--- config.mk ---
export PLATFORM = sky130hd
export DESIGN_NAME = apb_cmd_master
export DESIGN_NICKNAME = d
export VERILOG_FILES = /design/src/rtl/apb_master_pkg.sv /design/src/rtl/apb_cmd_master.sv
export SDC_FILE = /design/constraint.sdc
export NUM_CORES = 1
export LEC_CHECK = 0
export ABC_AREA = 1
export CAP_MARGIN = 20
export CORE_MARGIN = 3
export CORE_UTILIZATION = 42
export CTS_BUF_LIST = sky130_fd_sc_hd__clkbuf_2
export CTS_CLUSTER_DIAMETER = 120
export CTS_CLUSTER_SIZE = 30
export DETAILED_ROUTE_END_ITERATION = 16
export PLACE_DENSITY = 0.84
export SLEW_MARGIN = 40
export SYNTH_ARGS = -nofsm -noshare
export SYNTH_HDL_FRONTEND = slang
export SYNTH_SLANG_ARGS = --single-unit
--- constraint.sdc ---
create_clock -name PCLK -period 2 [get_ports PCLK]
set_clock_uncertainty 0.1 [all_clocks]
set_input_delay 0.6 -clock PCLK [delete_from_list [all_inputs] [get_ports PCLK]]
set_output_delay 0.6 -clock PCLK [all_outputs]
set_load 0.02 [all_outputs]
--- src/rtl/apb_master_pkg.sv ---
// Shared constants for the APB command master: FSM state encodings,
// APB phase encodings and a small counter helper.
package apb_master_pkg;

  localparam logic [1:0] ST_IDLE   = 2'd0;
  localparam logic [1:0] ST_SETUP  = 2'd1;
  localparam logic [1:0] ST_ACCESS = 2'd2;
  localparam logic [1:0] ST_RESP   = 2'd3;

  // APB phase as {PSEL, PENABLE}
  localparam logic [1:0] PH_IDLE   = 2'b00;
  localparam logic [1:0] PH_SETUP  = 2'b10;
  localparam logic [1:0] PH_ACCESS = 2'b11;

  localparam int unsigned WAIT_CNT_W = 8;

  function automatic logic [WAIT_CNT_W-1:0] sat_inc(input logic [WAIT_CNT_W-1:0] v);
    return (&v) ? v : v + 1'b1;
  endfunction

endpackage

--- src/rtl/apb_cmd_master.sv ---
// Single-outstanding command-to-APB3 bridge: one command in, one APB transfer,
// one response out, with an optional ACCESS-phase wait timeout.
module apb_cmd_master
  import apb_master_pkg::*;
#(
  parameter int ADDR_WIDTH = 5,
  parameter int DATA_WIDTH = 8,
  parameter int TIMEOUT    = 255
) (
  input  logic                  PCLK,
  input  logic                  PRESETN,
  input  logic                  CMD_VALID,
  output logic                  CMD_READY,
  input  logic                  CMD_WRITE,
  input  logic [ADDR_WIDTH-1:0] CMD_ADDR,
  input  logic [DATA_WIDTH-1:0] CMD_WDATA,
  output logic                  RSP_VALID,
  input  logic                  RSP_READY,
  output logic [DATA_WIDTH-1:0] RSP_RDATA,
  output logic                  RSP_ERR,
  output logic                  RSP_TIMEOUT,
  output logic [ADDR_WIDTH-1:0] PADDR,
  output logic                  PSEL,
  output logic                  PENABLE,
  output logic                  PWRITE,
  output logic [DATA_WIDTH-1:0] PWDATA,
  input  logic [DATA_WIDTH-1:0] PRDATA,
  input  logic                  PREADY,
  input  logic                  PSLVERR
);

  localparam logic [WAIT_CNT_W-1:0] TIMEOUT_CNT = WAIT_CNT_W'(TIMEOUT);
  localparam bit                    TIMEOUT_EN  = (TIMEOUT != 0);

  logic [1:0]            state_reg;
  logic                  cmd_ready_reg;
  logic                  psel_reg;
  logic                  penable_reg;
  logic                  pwrite_reg;
  logic [ADDR_WIDTH-1:0] paddr_reg;
  logic [DATA_WIDTH-1:0] pwdata_reg;
  logic                  rsp_valid_reg;
  logic [DATA_WIDTH-1:0] rsp_rdata_reg;
  logic                  rsp_err_reg;
  logic                  rsp_timeout_reg;
  logic [WAIT_CNT_W-1:0] wait_cnt_reg;

  logic cmd_fire;
  assign cmd_fire = cmd_ready_reg & CMD_VALID;

  always_ff @(posedge PCLK or negedge PRESETN) begin
    if (!PRESETN) begin
      state_reg       <= ST_IDLE;
      cmd_ready_reg   <= 1'b0;
      psel_reg        <= 1'b0;
      penable_reg     <= 1'b0;
      pwrite_reg      <= 1'b0;
      paddr_reg       <= '0;
      pwdata_reg      <= '0;
      rsp_valid_reg   <= 1'b0;
      rsp_rdata_reg   <= '0;
      rsp_err_reg     <= 1'b0;
      rsp_timeout_reg <= 1'b0;
      wait_cnt_reg    <= '0;
    end else begin
      case (state_reg)
        ST_IDLE: begin
          // CMD_READY comes up on the first edge after reset and stays up until a command lands
          cmd_ready_reg <= 1'b1;
          if (cmd_fire) begin
            cmd_ready_reg            <= 1'b0;
            paddr_reg                <= CMD_ADDR;
            pwrite_reg               <= CMD_WRITE;
            pwdata_reg               <= CMD_WDATA;
            {psel_reg, penable_reg}  <= PH_SETUP;
            wait_cnt_reg             <= '0;
            state_reg                <= ST_SETUP;
          end
        end

        ST_SETUP: begin
          {psel_reg, penable_reg} <= PH_ACCESS;
          state_reg               <= ST_ACCESS;
        end

        ST_ACCESS: begin
          if (PREADY) begin
            rsp_rdata_reg           <= pwrite_reg ? '0 : PRDATA;
            rsp_err_reg             <= PSLVERR;
            rsp_timeout_reg         <= 1'b0;
            rsp_valid_reg           <= 1'b1;
            {psel_reg, penable_reg} <= PH_IDLE;
            state_reg               <= ST_RESP;
          end else if (TIMEOUT_EN && (wait_cnt_reg == TIMEOUT_CNT)) begin
            // Abandon the slave: drop the bus and report a timed-out error
            rsp_rdata_reg           <= '0;
            rsp_err_reg             <= 1'b1;
            rsp_timeout_reg         <= 1'b1;
            rsp_valid_reg           <= 1'b1;
            {psel_reg, penable_reg} <= PH_IDLE;
            state_reg               <= ST_RESP;
          end else begin
            wait_cnt_reg <= sat_inc(wait_cnt_reg);
          end
        end

        ST_RESP: begin
          if (RSP_READY) begin
            rsp_valid_reg <= 1'b0;
            cmd_ready_reg <= 1'b1;
            state_reg     <= ST_IDLE;
          end
        end

        default: begin
          state_reg               <= ST_IDLE;
          {psel_reg, penable_reg} <= PH_IDLE;
          rsp_valid_reg           <= 1'b0;
          cmd_ready_reg           <= 1'b0;
        end
      endcase
    end
  end

  assign CMD_READY   = cmd_ready_reg;
  assign PSEL        = psel_reg;
  assign PENABLE     = penable_reg;
  assign PWRITE      = pwrite_reg;
  assign PADDR       = paddr_reg;
  assign PWDATA      = pwdata_reg;
  assign RSP_VALID   = rsp_valid_reg;
  assign RSP_RDATA   = rsp_rdata_reg;
  assign RSP_ERR     = rsp_err_reg;
  assign RSP_TIMEOUT = rsp_timeout_reg;

endmodule

Yosys cells after proc, flatten, opt, wreduce, memory -nomap -nowiden
Cells that the tools add are included.
- reductions and logical operators: 14
- add/sub/neg operators: 1
- mux-type cells: 28
- bitwise gates (word level): 1
- eq/ne operators: 10
- operators with widths (kind ; count):
    2-to-1 mux 8 bit ; 7
    case mux 8 bit (2 select lines) ; 1
    2-to-1 mux 1 bit ; 11
    inequality test 2 bit (second input constant) ; 5
    AND reduction 3 bit ; 3
    adder 8 x 1 -> 8 bit (second input constant) ; 1
    == test 8 bit (second input constant) ; 1
    2-to-1 mux 2 bit ; 4
    case mux 2 bit (4 select lines) ; 1
    AND reduction 8 bit ; 1
    nonzero test 2 bit ; 4
    case mux 1 bit (3 select lines) ; 2
    AND reduction 2 bit ; 3
    AND reduction 5 bit ; 1
    == test 2 bit (second input constant) ; 2
    case mux 1 bit (2 select lines) ; 2
    inequality test 3 bit (second input constant) ; 1
    nonzero test 3 bit ; 1
    == test 2 x 1 -> 1 bit (second input constant) ; 1
    logical NOT 2 bit ; 1
    AND 1 bit ; 1
- logic and storage cells: 66
- output and inout bits: 28
- register bits: 38

Depth between registers and ports, before layout
- word-level depth: 5
- depth in mapped cells: 8

Worst setup path after synthesis
No wires, ideal clock.
- path kind: reg2reg
- from: register state_reg[0]
- to: register paddr_reg[0], in the netlist PADDR[0]
- arrival time: 1.397 ns
- buffers on the path: 1
- period minus slack after synthesis: 1.622 ns
- cell stages (with the launch flop): 6
- path slack: 0.378 ns
- cells stage by stage: dfrtp_1 -> inv_1 -> ha_1 -> nand3_1 -> buf_4 -> mux2_2
- word-level cells in the longest chain between the ends: 2
- RTL lines (item ; RTL line ; text):
    from (decl) ; apb_cmd_master.sv:35 ; logic [1:0] state_reg;
    from (signal assigned) ; apb_cmd_master.sv:53 ; state_reg <= ST_IDLE;
    from (signal assigned) ; apb_cmd_master.sv:77 ; state_reg <= ST_SETUP;
    from (signal assigned) ; apb_cmd_master.sv:83 ; state_reg <= ST_ACCESS;
    logical NOT 2 bit ; apb_cmd_master.sv:66 ; case (state_reg)
    AND reduction 2 bit (no line) ; -- ;
    to (signal assigned) ; apb_cmd_master.sv:58 ; paddr_reg <= '0;
    to (signal assigned) ; apb_cmd_master.sv:72 ; paddr_reg <= CMD_ADDR;
    to (decl) ; apb_cmd_master.sv:40 ; logic [ADDR_WIDTH-1:0] paddr_reg;
No other way between the ends.
A chain may end at the register's enable or synchronous reset.

Final worst setup path
- from: register cmd_ready_reg, in the netlist CMD_READY
- to: output port CMD_READY
- RTL lines (item ; RTL line ; text):
    from (decl) ; apb_cmd_master.sv:36 ; logic cmd_ready_reg;
    from (signal assigned) ; apb_cmd_master.sv:54 ; cmd_ready_reg <= 1'b0;
    from (signal assigned) ; apb_cmd_master.sv:69 ; cmd_ready_reg <= 1'b1;
    from (signal assigned) ; apb_cmd_master.sv:71 ; cmd_ready_reg <= 1'b0;
    to (decl) ; apb_cmd_master.sv:13 ; output logic CMD_READY,
No word-level cell between the ends.

==> flow_summary.yaml <==
routing:
  wl_met3_um: 249
  routedWlPerCell_um: 13.2
  viasPerCell: 4.87
  drtIter0Drc: 75
  first_pass_iters: 4
  wl_met1_mm: 1.61
  drc: 0
  wl_met2_mm: 2.07
  num_vias: 1456
  routed_wl_mm: 3.96
  highest_layer: "met4"
  antenna_left: 0
clock_tree:
  cts_buffers: 5
  post-cts-setup-buffers: 0
  ctsHtreeMaxLevel: 2
  cts_max_path_buffers: 2
  cts-root-buf: "clkbuf_2"
  cts_tree: "done"
  clk_pin_slew_ns: 0.19
  insertion_delay_ns: 0.38
  clock_sinks: 38
worst_setup_path:
  critPathSlowestCell: "dfrtp_1"
  start_kind: "flop"
  end_kind: "output pin"
  crit_start: "CMD_READY$_DFFE_PN0P_"
  cp_data_arrival_time_ns: 1.15
  rr_startpoint: "state_reg[0]$_DFFE_PN0P_"
  r2r_slack_ns: 0.23
  worstSetupPathType: "reg2out"
  critPathBufInv: 1
  required_ns: 1.30
  path_max_fanout: 4
  path_delay_family: "flip-flops"
  cpPeakStageDelay_ns: 0.45
  crit_chain: "dlygate4sd2_1"
synthesis:
  synth_xor_area_frac: 0
  async_flop_share: 1.00
  ys.flop_type: "dfrtp_1"
  synth_edf_count: 0
  synthTopCellsByArea: "dfrtp_1 (54%), nand2_1 (12%), mux2_2 (8.9%)"
  netlist_area_sq_mm: 0.00177
  synth-compound-area-share: 0.0474
  synth_seq_cells: 38
  syn_nets: 220
  synth_warnings: 0
  yosysMostFrequentCell: "nand2_1"
  synth_top_family_by_area: "simple AND/OR/NAND/NOR gates"
  synthDistinctLibCells: 20
  synth_commonest_cells: "nand2_1 (55), dfrtp_1 (38), nand3_1 (21), mux2_2 (14), inv_1 (12)"
  synth_area_per_cell_sq_um: 9.56
  synth_top_cell_by_area: "dfrtp_1"
  yosys.area_share.simple: 0.232
  synthAdderAreaFrac: 0.0495
  yosysTopAreaCellShare: 0.537
  synthMuxAreaShare: 0.0891
  yosysSeqAreaShare: 0.537
  syn-instance-count: 185
finish:
  instances_no_fill: 299
  fill_cells: 352
  nNetsFinal: 285
  n_antenna_cell: 0
  layout-drive-gt1-share: 0.131
  area_delta_synth_final_pct: 37.3
  seq_area_sq_um: 951
  multiInputGateArea_sq_um: 747
floorplan:
  die-area_sq_mm: 0.00503
  die-width_um: 70.9
  die_h_um: 70.9
  io_pins: 56
  start_util: 0.459
  std_cell_rows: 22
  core-area_sq_mm: 0.00385
sta:
  maxSlewHeadroom: 0.783
  tightest_slew_ns: 0.325
  setup_tns_ns: 0
  fmax_mhz: 540
  finalCritPeriodShare: 0.925
  slew_viol_final: 0
  rsz0062_at_grt: "false"
  setup_slack_ns: 0.149
  min_period_ns: 1.85
  finalHoldViolCount: 0
  finalSetupViolations: 0
grt:
  grt_max_degree: 17
  antenna_found_initial: 0
  grt_usage: 0.165
  grt_pass1_vias: 1462
  overflow: 0
  grt_pass1_wl_mm: 6.60
power_and_ir_drop:
  peakVddDrop_mv: 0.871
  power_density_mw_per_mm2: 1340
  total_power_w: 0.00324
  power_leakage_nw: 1.21
place:
  gp_congestion: 0.827
  portBuffers: 55
  dp_slack_ns: -0.00542
  dpl.cell_count: 290
  place_hpwl_mm: 3.09
hold_path:
  min_from: "RSP_RDATA[3]$_DFFE_PN0P_"
  hp-class: "reg2reg"
flow_run:
  maxCapViolations: 0
status:
  status: "finished, final reports clean"
==> final cells by class <==
type	count	area share
Sequential cell	38	0.391
Inverter	12	0.0185
Multi-Input combinational cell	130	0.307
Clock buffer	5	0.0103
Timing Repair Buffer	63	0.241
Clock inverter	3	0.00669
Tap cell	48	0.0247
==> metal layers <==
layer  track usage  up-vias
met5             0        -
met2         0.281       39
met4        0.0376        0
li1              -      742
met1         0.202      669
met3        0.0554        6
==> metrics by stage <==
stage | area [sq um] | utilization | hold slack, ns
2_1_floorplan | 1770 | - | 0.204
3_3_place_gp | 2410 | 0.624 | 0.362
3_5_place_dp | 2410 | 0.624 | 0.366
4_1_cts | 2420 | 0.629 | 0.405
5_1_grt | 2430 | 0.631 | 0.422
6_report | 2430 | 0.631 | 0.398
==> placed cells by master (no fill, tap or decap), types with 2 or more instances in the layout <==
cell	instances
or2_2	3
ha_1	7
clkdlybuf4s50_1	26
dfrtp_1	38
clkbuf_2	5
dlygate4sd2_1	28
nand2_1	55
nor2_1	10
o21ai_0	7
inv_1	12
mux2_2	14
o21bai_1	2
nand3_1	21
nand4_1	4
buf_4	6
==> final timing paths <==
kind,to,depth (start not counted)
min reg2reg,RSP_RDATA[3]$_DFFE_PN0P_,2
min in group asynchronous,PADDR[0]$_DFFE_PN0P_,2
max in group asynchronous,state_reg[0]$_DFFE_PN0P_,3
min,RSP_RDATA[3]$_DFFE_PN0P_,2
max,CMD_READY,1
max reg2reg,wait_cnt_reg[2]$_DFFE_PN0P_,7
==> cells by family (layout without fill, tap and decap cells) <==
group / Yosys count / after routing
flip-flops: 38 / 38
adder cells (fa/ha/maj): 7 / 7
AO/OA/AOI/OAI: 14 / 14
AND/OR/NAND/NOR: 95 / 95
multiplexers: 14 / 14
buffers and inverters: 17 / 83
==> repair_timing <==
item                                    4_1_cts  5_1_grt
endpoints found under the hold margin        13        0
hold buffers                                  1        0
resized for setup                            28        2
endpoints found under the setup margin       28        2
==> power breakdown <==
group / switching (W) / internal (W)
Clock: 0.000250 / 0.0000799
Sequential: 0.000176 / 0.00106
Combinational: 0.000956 / 0.000717
No activity file was read; power rests on OpenSTA's default activity.
